### src/rtl/ps2_port_scheduler_pkg.sv
// ps2_pkg: shared types and constants for the PS/2 port scheduler.
//   ps2_state_e  - serial engine FSM states
//   CH_KBD/CH_MOUSE - channel ids (also FIFO instance index)
//   FRAME_BITS   - bits per PS/2 device-to-host frame
//   make_frame() - builds the 11-bit frame, LSB transmitted first
package ps2_pkg;

  typedef enum logic [1:0] {
    ST_IDLE,
    ST_LOAD,
    ST_SHIFT,
    ST_GAP
  } ps2_state_e;

  localparam logic CH_KBD   = 1'b0;
  localparam logic CH_MOUSE = 1'b1;

  localparam int FRAME_BITS = 11;

  // {stop, odd parity, data[7:0], start}. Odd parity is the complement of
  // the XOR of the data bits, i.e. an accumulator seeded with 1.
  function automatic logic [FRAME_BITS-1:0] make_frame(input logic [7:0] b);
    return {1'b1, ~^b, b, 1'b0};
  endfunction

endpackage

### src/rtl/ps2_byte_fifo.sv
// ps2_byte_fifo: small byte FIFO with occupancy count and sticky overflow.
//   clk, reset_n     - clock, async active-low reset (empties the FIFO)
//   wr_data, wr_en   - write port; a write to a full FIFO is dropped
//   rd_en, rd_data   - pop the head; rd_data shows the head combinationally
//   count            - occupancy, 0..2**FIFO_BITS
//   ovf              - set on a dropped write, held until reset
module ps2_byte_fifo #(
  parameter int FIFO_BITS = 3
) (
  input  logic                 clk,
  input  logic                 reset_n,
  input  logic [7:0]           wr_data,
  input  logic                 wr_en,
  input  logic                 rd_en,
  output logic [7:0]           rd_data,
  output logic [FIFO_BITS:0]   count,
  output logic                 ovf
);

  localparam int DEPTH = 1 << FIFO_BITS;
  localparam logic [FIFO_BITS:0] DEPTH_C = (FIFO_BITS + 1)'(DEPTH);

  logic [7:0]           mem [DEPTH];
  logic [FIFO_BITS-1:0] wr_ptr, rd_ptr;
  logic                 wr_ok, rd_ok;

  // Fullness is judged on the count before any same-cycle pop.
  assign wr_ok   = wr_en && (count < DEPTH_C);
  assign rd_ok   = rd_en && (count != '0);
  assign rd_data = mem[rd_ptr];

  always_ff @(posedge clk) begin
    if (wr_ok) mem[wr_ptr] <= wr_data;
  end

  always_ff @(posedge clk or negedge reset_n) begin
    if (!reset_n) begin
      wr_ptr <= '0;
      rd_ptr <= '0;
      count  <= '0;
      ovf    <= 1'b0;
    end else begin
      if (wr_ok) wr_ptr <= wr_ptr + 1'b1;
      if (rd_ok) rd_ptr <= rd_ptr + 1'b1;
      if (wr_en && !wr_ok) ovf <= 1'b1;
      case ({wr_ok, rd_ok})
        2'b10:   count <= count + 1'b1;
        2'b01:   count <= count - 1'b1;
        default: count <= count;
      endcase
    end
  end

endmodule

### src/rtl/ps2_port_scheduler.sv
// ps2_port_scheduler: one PS/2 device-to-host serial engine time-shared
// between a keyboard and a mouse byte stream, round-robin per packet.
//   clk, reset_n                 - clock, async active-low reset
//   kbd_byte/kbd_strobe          - keyboard byte write
//   mouse_byte/mouse_strobe      - mouse byte write
//   ps2_kbd_clk/ps2_kbd_data     - keyboard port (idle high)
//   ps2_mouse_clk/ps2_mouse_data - mouse port (idle high)
//   busy                         - engine in LOAD/SHIFT/GAP
//   kbd_ovf/mouse_ovf            - sticky dropped-byte flags
module ps2_port_scheduler
  import ps2_pkg::*;
#(
  parameter int CLK_DIV       = 16,
  parameter int GAP_BITS      = 2,
  parameter int FIFO_BITS     = 3,
  parameter int MOUSE_PKT_LEN = 3
) (
  input  logic       clk,
  input  logic       reset_n,
  input  logic [7:0] kbd_byte,
  input  logic       kbd_strobe,
  input  logic [7:0] mouse_byte,
  input  logic       mouse_strobe,
  output logic       ps2_kbd_clk,
  output logic       ps2_kbd_data,
  output logic       ps2_mouse_clk,
  output logic       ps2_mouse_data,
  output logic       busy,
  output logic       kbd_ovf,
  output logic       mouse_ovf
);

  localparam int CW      = FIFO_BITS + 1;
  localparam int GAP_CYC = GAP_BITS * CLK_DIV;
  localparam int TMR_MAX = (GAP_CYC > CLK_DIV) ? GAP_CYC : CLK_DIV;
  localparam int TMR_W   = $clog2(TMR_MAX + 1);

  localparam logic [TMR_W-1:0] BIT_END  = TMR_W'(CLK_DIV - 1);
  localparam logic [TMR_W-1:0] GAP_END  = TMR_W'(GAP_CYC - 1);
  localparam logic [TMR_W-1:0] HALF     = TMR_W'(CLK_DIV / 2);
  localparam logic [3:0]       LAST_BIT = 4'(FRAME_BITS - 1);
  localparam logic [CW-1:0]    PKT_LEN  = CW'(MOUSE_PKT_LEN);
  localparam logic [CW-1:0]    ONE      = CW'(1);

  logic [1:0][7:0]    wr_byte, rd_byte;
  logic [1:0]         wr_stb, pop, ovf;
  logic [1:0][CW-1:0] cnt;

  ps2_state_e            state, state_nx;
  logic                  grant, last_grant, arb_ch;
  logic                  kbd_el, mouse_el, any_el;
  logic [CW-1:0]         pkt_left;
  logic [TMR_W-1:0]      tmr;
  logic [3:0]            bit_idx;
  logic [FRAME_BITS-1:0] frame;
  logic                  act_clk, act_data;

  assign wr_byte = {mouse_byte, kbd_byte};
  assign wr_stb  = {mouse_strobe, kbd_strobe};

  // Index 0 = keyboard, 1 = mouse (matches CH_KBD/CH_MOUSE).
  for (genvar c = 0; c < 2; c++) begin : g_fifo
    ps2_byte_fifo #(.FIFO_BITS(FIFO_BITS)) u_fifo (
      .clk     (clk),
      .reset_n (reset_n),
      .wr_data (wr_byte[c]),
      .wr_en   (wr_stb[c]),
      .rd_en   (pop[c]),
      .rd_data (rd_byte[c]),
      .count   (cnt[c]),
      .ovf     (ovf[c])
    );
  end

  assign kbd_ovf   = ovf[CH_KBD];
  assign mouse_ovf = ovf[CH_MOUSE];

  // Mouse is only eligible with a whole packet buffered, so a granted
  // packet can always be sent back-to-back without re-arbitration.
  assign kbd_el   = cnt[CH_KBD] != '0;
  assign mouse_el = cnt[CH_MOUSE] >= PKT_LEN;
  assign any_el   = kbd_el | mouse_el;
  assign arb_ch   = (kbd_el && mouse_el) ? ~last_grant
                  : (kbd_el ? CH_KBD : CH_MOUSE);

  // ---- FSM: state register
  always_ff @(posedge clk or negedge reset_n) begin
    if (!reset_n) state <= ST_IDLE;
    else          state <= state_nx;
  end

  // ---- FSM: next state
  always_comb begin
    state_nx = state;
    case (state)
      ST_IDLE:  if (any_el) state_nx = ST_LOAD;
      ST_LOAD:  state_nx = ST_SHIFT;
      ST_SHIFT: if (tmr == BIT_END && bit_idx == LAST_BIT) state_nx = ST_GAP;
      ST_GAP:   if (tmr == GAP_END) state_nx = (pkt_left == ONE) ? ST_IDLE : ST_LOAD;
      default:  state_nx = ST_IDLE;
    endcase
  end

  // ---- FSM: outputs
  always_comb begin
    pop      = '0;
    busy     = 1'b0;
    act_clk  = 1'b1;
    act_data = 1'b1;
    case (state)
      ST_LOAD:  begin busy = 1'b1; pop[grant] = 1'b1; end
      ST_SHIFT: begin
        busy     = 1'b1;
        act_clk  = (tmr < HALF);
        act_data = frame[0];
      end
      ST_GAP:   busy = 1'b1;
      default:  ;
    endcase
  end

  // act_* are idle-high outside SHIFT, so the stale grant in IDLE is harmless.
  assign ps2_kbd_clk    = (grant == CH_KBD)   ? act_clk  : 1'b1;
  assign ps2_kbd_data   = (grant == CH_KBD)   ? act_data : 1'b1;
  assign ps2_mouse_clk  = (grant == CH_MOUSE) ? act_clk  : 1'b1;
  assign ps2_mouse_data = (grant == CH_MOUSE) ? act_data : 1'b1;

  // ---- Engine datapath
  always_ff @(posedge clk or negedge reset_n) begin
    if (!reset_n) begin
      grant      <= CH_KBD;
      last_grant <= CH_MOUSE;
      pkt_left   <= '0;
      frame      <= '1;
      tmr        <= '0;
      bit_idx    <= '0;
    end else begin
      case (state)
        ST_IDLE: if (any_el) begin
          grant      <= arb_ch;
          last_grant <= arb_ch;
          pkt_left   <= (arb_ch == CH_MOUSE) ? PKT_LEN : ONE;
        end
        ST_LOAD: begin
          frame   <= make_frame(rd_byte[grant]);
          tmr     <= '0;
          bit_idx <= '0;
        end
        ST_SHIFT: begin
          // Next bit appears on frame[0] exactly when the timer wraps to 0.
          if (tmr == BIT_END) begin
            tmr     <= '0;
            frame   <= {1'b1, frame[FRAME_BITS-1:1]};
            bit_idx <= bit_idx + 4'd1;
          end else begin
            tmr <= tmr + 1'b1;
          end
        end
        ST_GAP: begin
          if (tmr == GAP_END) begin
            tmr      <= '0;
            pkt_left <= pkt_left - 1'b1;
          end else begin
            tmr <= tmr + 1'b1;
          end
        end
        default: ;
      endcase
    end
  end

endmodule
### config.mk
export PLATFORM = sky130hd
export DESIGN_NAME = ps2_port_scheduler
export DESIGN_NICKNAME = d
export VERILOG_FILES = /design/src/rtl/ps2_port_scheduler_pkg.sv /design/src/rtl/ps2_byte_fifo.sv /design/src/rtl/ps2_port_scheduler.sv
export SDC_FILE = /design/constraint.sdc
export NUM_CORES = 1
export LEC_CHECK = 0
export ABC_AREA = 1
export CAP_MARGIN = 20
export CORE_UTILIZATION = 35
export DETAILED_ROUTE_END_ITERATION = 10
export PLACE_DENSITY = 0.6
export SLEW_MARGIN = 20
export SYNTH_ARGS = -nofsm -noshare
export SYNTH_HDL_FRONTEND = slang
export SYNTH_SLANG_ARGS = --single-unit
### constraint.sdc
create_clock -name clk -period 2.6 [get_ports clk]
set_input_delay 0.39 -clock clk [delete_from_list [all_inputs] [get_ports clk]]
set_output_delay 0.39 -clock clk [all_outputs]
set_load 0.02 [all_outputs]
* Word-level counts from Yosys, hierarchy flattened
Memory sizes are Yosys's and may differ from the RTL's. Cells that the tools add are included.
Storage, ports and cells: bits in writable memories 128, word-level logic and storage cells 112, input bits 20, flip-flop bits (word level) 51, memories 2
Memories:
- g_fifo[0].u_fifo.mem | words 8, bits a word 8, rd ports 1, clocked after Yosys merged registers in 0, wr ports 1, line ps2_byte_fifo.sv:23 | logic [7:0] mem [DEPTH];
- g_fifo[1].u_fifo.mem | words 8, bits a word 8, rd ports 1, clocked after Yosys merged registers in 0, wr ports 1, line ps2_byte_fifo.sv:23
Cells by class: magnitude comparators 6, muxes and demuxes 36, $add $sub $neg 11, bitwise logic cells 2, reduce and logical (&&, ||, !) cells 25, equality and inequality tests 15
Operators by type and width (count):
- $pmux W4 S2 | 4
- $pmux W11 S2 | 1
- $pmux W6 S3 | 1
- $mux W8 | 2
- $mux W1 | 15
- $add A3 B1 Y3 const B | 4
- $add A4 B1 Y4 const B | 3
- $mux W4 | 3
- $mux W6 | 2
- $sub A4 B1 Y4 const B | 3
- $mux W11 | 1
- $mux W2 | 5
- $logic_and A1 B1 Y1 | 9
- $eq A2 B2 Y1 const B | 4
- $lt A4 B4 Y1 const B | 2
- $ne A2 B2 Y1 const B | 4
- $pmux W2 S4 | 1
- $reduce_bool A2 Y1 | 4
- $reduce_bool A4 Y1 | 2
- $reduce_xnor A8 Y1 | 1
- $add A6 B1 Y6 const B | 1
- $eq A2 B1 Y1 const B | 3
- $eq A6 B4 Y1 const B | 1
- $eq A6 B5 Y1 const B | 1
- other kinds (15) | 18

* Logic depth before layout (Yosys ltp)
depth after elaboration 8, gate-level depth with buffers 18, gate-level depth less buffers 16

* Cells and area by module
From an unflattened synthesis, not the netlist that was laid out.
Unflattened totals: cells, all modules 983, area total of the unflattened synthesis 8683.3 sq um
By module, submodules not included:
- ps2_byte_fifo at g_fifo[0].u_fifo | cells an instance 356, area an instance 3407.0 sq um, seq. area each 2197.1 sq um, instances 1
- ps2_byte_fifo at g_fifo[1].u_fifo | cells an instance 356, area an instance 3400.8 sq um, seq. area each 2197.1 sq um, instances 1
- ps2_port_scheduler | cells an instance 271, area an instance 1875.5 sq um, seq. area each 714.4 sq um, instances 1

* Least setup slack after synthesis
OpenSTA, ideal clock, no wires.
path type register to register, start reg state[1], end reg g_fifo[1].u_fifo.count[3], buffers on the path 0, cell stages (with the launch flop) 14, clock period less this slack 2444 ps, library setup time 121 ps, data arrival time 2323 ps, setup slack 156 ps, cells stage by stage dfrtp_1 > inv_1 > ha_1 > inv_1 > a311oi_1 > ha_1 > ha_1 > nand2_1 > nor2_1 > a211oi_1 > nor2_1 > nor2_1 > nand2_1 > xor2_1
On the way: cells in the longest elaborated chain, start to end 5
Ends and longest elaborated chain:
- from (decl) | line ps2_port_scheduler.sv:49 | ps2_state_e state, state_nx;
- from (signal assigned) | line ps2_port_scheduler.sv:89 | else state <= state_nx;
- $eq A2 B1 Y1 * | line ps2_port_scheduler.sv:110 | case (state)
- $mux W2 * | line ps2_port_scheduler.sv:110
- $logic_and A1 B1 Y1 * | line ps2_byte_fifo.sv:29 | assign rd_ok = rd_en && (count != '0);
- net g_fifo[1].u_fifo.rd_ok | line ps2_byte_fifo.sv:25 | logic wr_ok, rd_ok;
- $eq A2 B1 Y1 / $eq A2 B2 Y1 (equally long branches) | line ps2_byte_fifo.sv:46 | case ({wr_ok, rd_ok})
- $pmux W4 S2 / $reduce_bool A2 Y1 (equally long branches)
- to (signal assigned) | line ps2_byte_fifo.sv:47 | 2'b10: count <= count + 1'b1;
- to (signal assigned) | line ps2_byte_fifo.sv:48 | 2'b01: count <= count - 1'b1;
- to (signal assigned) | line ps2_byte_fifo.sv:49 | default: count <= count;
- to (decl) | line ps2_byte_fifo.sv:16 | output logic [FIFO_BITS:0] count,
Mark *: on every way through the listed nets, which the timed path passes. The rest lies on a longest branch. A chain may end at the register's enable or synchronous reset.

* Worst setup path after layout
start reg state[0], end out ps2_kbd_clk
On the way: cells in the longest elaborated chain, start to end 3
Ends and longest elaborated chain:
- $eq A2 B2 Y1 | line ps2_port_scheduler.sv:110
- $mux W1 | line ps2_port_scheduler.sv:110
- $mux W1 | line ps2_port_scheduler.sv:123 | assign ps2_kbd_clk = (grant == CH_KBD) ? act_clk : 1'b1;
- to (decl) | line ps2_port_scheduler.sv:24 | output logic ps2_kbd_clk,
No other way between the ends.

==> impl_results.md <==
* Sequential power share at 0.499
* Largest net degree at the start of global routing at 36
* Int Pwr at 5240 uW
* Crit-path cells: inv_1 > ha_4 > inv_1 > a21oi_2 > nand2_1 > clkdlybuf4s50_1
* Worst clock skew at 0.0149 ns
* DRC viols at 0
* Critical path class: flop to output port
* Crit start category: flop
* R2R depth at 13
* Die span in x at 156 um
* YS warnings at 0
* Syn Inst Count at 855
* Most frequent CP cell: inv_1
* Initial Utilization at 0.356
* Routed met2 length at between 7000 and 8000 um
* Fin nets at 943
* Worst-Skew Late Latency at roughly 0.43 ns
* Pleak at 0.00420 uW
* Layout area overhead at 15.5%
* Critical Path Stages at 6
* Post-layout minimum cycle time at between 2 and 2.5 ns
* Post-DP HPWL at 11,000 um
* Power Dens Cells at around 730 nW/um^2
* WL met3 at about 710 um
* EDFF count, synth at 128
* Post-Place Cell Area at 8990 sq um
* Via density at 4.51
* CORE AREA at 23,500 sq um
* Endpoints failing hold at 0
* Post-Syn Nets at 896
* Max Freq at 403 MHz
* Top_reg_cell synth: edfxtp_1
* Pins Over Slew Limit at 0
* Hold Crit Class: primary input to asynchronous set/reset pin
* First DRT Iteration DRCs at 386
* Final instance area at 9650 sq um
* Antenna violations before repair at 0
* Slowest stage delay, CP at 0.54 ns
* Cell with the most instances after synthesis: nand2_1
* DIE HEIGHT at between 150 and 200 um
* Logic pwr share at 0.128
* Yosys reg bits at 178
* Mapped Area at between 8000 and 9000 sq um
* Period utilisation layout at 0.955
* Top post-synthesis cells by area: edfxtp_1 (46%), dfrtp_1 (12%), nand2_1 (12%)
* Syn avg cell area at about 10 sq um
* Drt total wl at 16,900 um
* DR top layer: met4
* Post-layout util at 0.411
* Yosys top cell by area: edfxtp_1
* Clock Sinks at 178
* Die area at 24,500 sq um
* Rel. slew slack at 0.506
* Library cells used by synthesis at 41
* Share of cells above drive strength 1 at 0.106
* Flop2flop setup slack at 0.20 ns
* DRT Pass-1 Iters at 5
* Largest buffer count on any clock path at 2
* Via count at approximately 5,600
* Worst VDD drop at 0.412 mV
* GPL Wtd Cong at 0.786
* Worst slack, placed at 0.105 ns
* Top post-synthesis cells by count: nand2_1 (260), edfxtp_1 (128), inv_1 (119)
* PortBufs at 26
* Gr usage total at 0.151
* Post-DRT Antenna Nets at 0
* Critical path origin: state[0]
* Crit-path max FO at 9
* Setup_tns at 0 ns
* RR Endpoint: g_fifo[1].u_fifo.count[3]
* FP Rows at 56
* RSZ-0062 raised after global routing: false
* GRT overflow at 0
* H-tree Lvls at 4
* CP bufs+invs at 3
* CTS clk-pin slew, worst paths at ~0.07 ns
* Crit path max-delay family: buffers and inverters
* Critical path data arrival time at 2.09 ns
* Async set or reset register ratio after synthesis at 0.281
* Vias in the first global route at 5,273
* Met1 WL at 7990 um
* First-pass GRT wire length at 27,800 um
* Clk pwr share at 0.373
* Wirelength per Cell at between 10 and 15 um
* CP max stage cell: clkdlybuf4s50_1
* Sequential share of the synthesized area at 0.612
* MaxCap Viol Count at 0
* Net switching power at 1810 uW
* Synth top area share at 0.460
* Crit path capture: ps2_kbd_clk
* Critical Path RT at around 2.2 ns
* Antenna cells at 0
* Critical Path End Type: output port
* Switch share at 0.257
* CTS tree: built
* Cts bufs inserted at 17
* Worst Tran Pin Value at 0.739 ns
* # IOs at 27
* Final critical-path setup slack at 0.117 ns
* Outcome: completed
* RR Startpoint: state[1]
* Clk root buf: clkbuf_16
* Setup Viol. Count Final at 0
layer usage:
metal  up-vias  track usage
li1       2860            -
met1      2571        0.205
met2       110        0.241
met3        19       0.0282
met4         0       0.0514
met5         -            0
final cells by class:
cell class / instances / area, sq um
Sequential cell: 178 / 5110
Timing Repair Buffer: 55 / 480
Fill cell: 2239 / 13800
Inverter: 129 / 492
Multi-Input combinational cell: 521 / 2560
Clock inverter: 13 / 174
Tap cell: 319 / 399
Clock buffer: 19 / 433
power by group through the flow:
stage	Combinational, uW	Clock [uW]	Sequential [uW]
finish	903	2630	3530
global route	1050	2810	3560
CTS	913	2700	3530
detailed placement	909	0	3580
global placement	889	0	3580
floorplan	594	0	3560
worst min-delay path by stage:
stage | startpoint | end | slack [ns] | cells after the start
6_report | reset_n | g_fifo[1].u_fifo.ovf | 0.41 | 2
5_1_grt | reset_n | g_fifo[1].u_fifo.ovf | 0.46 | 2
4_1_cts | reset_n | g_fifo[1].u_fifo.ovf | 0.41 | 2
3_5_place_dp | reset_n | g_fifo[1].u_fifo.ovf | 0.33 | 1
3_3_place_gp | reset_n | g_fifo[1].u_fifo.ovf | 0.33 | 1
2_1_floorplan | reset_n | bit_idx[0] | 0.09 | 0
cells by family after synthesis:
kind of cell | share of synthesized area
xor+xnor | 0.0199
fa+ha+maj | 0.0324
simple gates | 0.207
compound gates | 0.0440
flops | 0.612
buf+inv | 0.0855
placed cells by master (no fill, tap or decap), types with 3 or more instances in the layout:
| cell type | netlist | layout |
|---|---|---|
| dfrtp_1 | 39 | 39 |
| clkbuf_16 | 0 | 17 |
| edfxtp_1 | 128 | 128 |
| bufinv_16 | 0 | 3 |
| ha_1 | 20 | 18 |
| a21oi_1 | 19 | 18 |
| o22ai_1 | 4 | 4 |
| nor2_1 | 47 | 47 |
| inv_1 | 119 | 118 |
| inv_2 | 6 | 7 |
| nand2_1 | 260 | 260 |
| o21ai_0 | 30 | 30 |
| nand3_1 | 90 | 90 |
| clkdlybuf4s50_1 | 0 | 23 |
| nand2_2 | 7 | 7 |
| xnor2_1 | 5 | 5 |
| buf_4 | 7 | 28 |
| inv_6 | 1 | 5 |
| xor2_1 | 14 | 14 |
| dfstp_2 | 11 | 11 |
flip-flops by register name, summed over array words and instances, names as in the netlist:
register              flops
bit_idx                   4
frame                    10
g_fifo.u_fifo.count       8
g_fifo.u_fifo.mem       128
g_fifo.u_fifo.ovf         2
g_fifo.u_fifo.rd_ptr      6
g_fifo.u_fifo.wr_ptr      6
grant                     1
last_grant                1
pkt_left                  4
state                     2
tmr                       6
worst reg2reg max path, cell delays in order, from the launching register on:
cell and delay [ns]:
dfrtp_1 0.45, inv_2 0.12, ha_1 0.17, inv_1 0.08
a311oi_2 0.30, ha_2 0.25, ha_1 0.27, nand2_1 0.09
nor2_1 0.05, a211oi_2 0.17, nor2_1 0.06, nor2_1 0.08
nand2_1 0.06, xor2_1 0.13
what timing repair did:
action,in CTS,in global routing
hold endpoints to repair,15,0
pin swaps,0,1
hold buffers,1,0
setup buffers,0,1
endpoints found under the setup margin,2,4
resized for setup,2,7
through the flow:
stage / power (uW) / hold slack (ns) / std cells
after floorplan: 4150 / 0.0944 / 855
after global placement: 4470 / 0.326 / 1200
after detailed placement: 4490 / 0.326 / 1200
after CTS: 7140 / 0.410 / 1233
after global routing: 7420 / 0.457 / 1234
final: 7060 / 0.407 / 1234
Note: power is estimated with default switching activity, not from simulation.
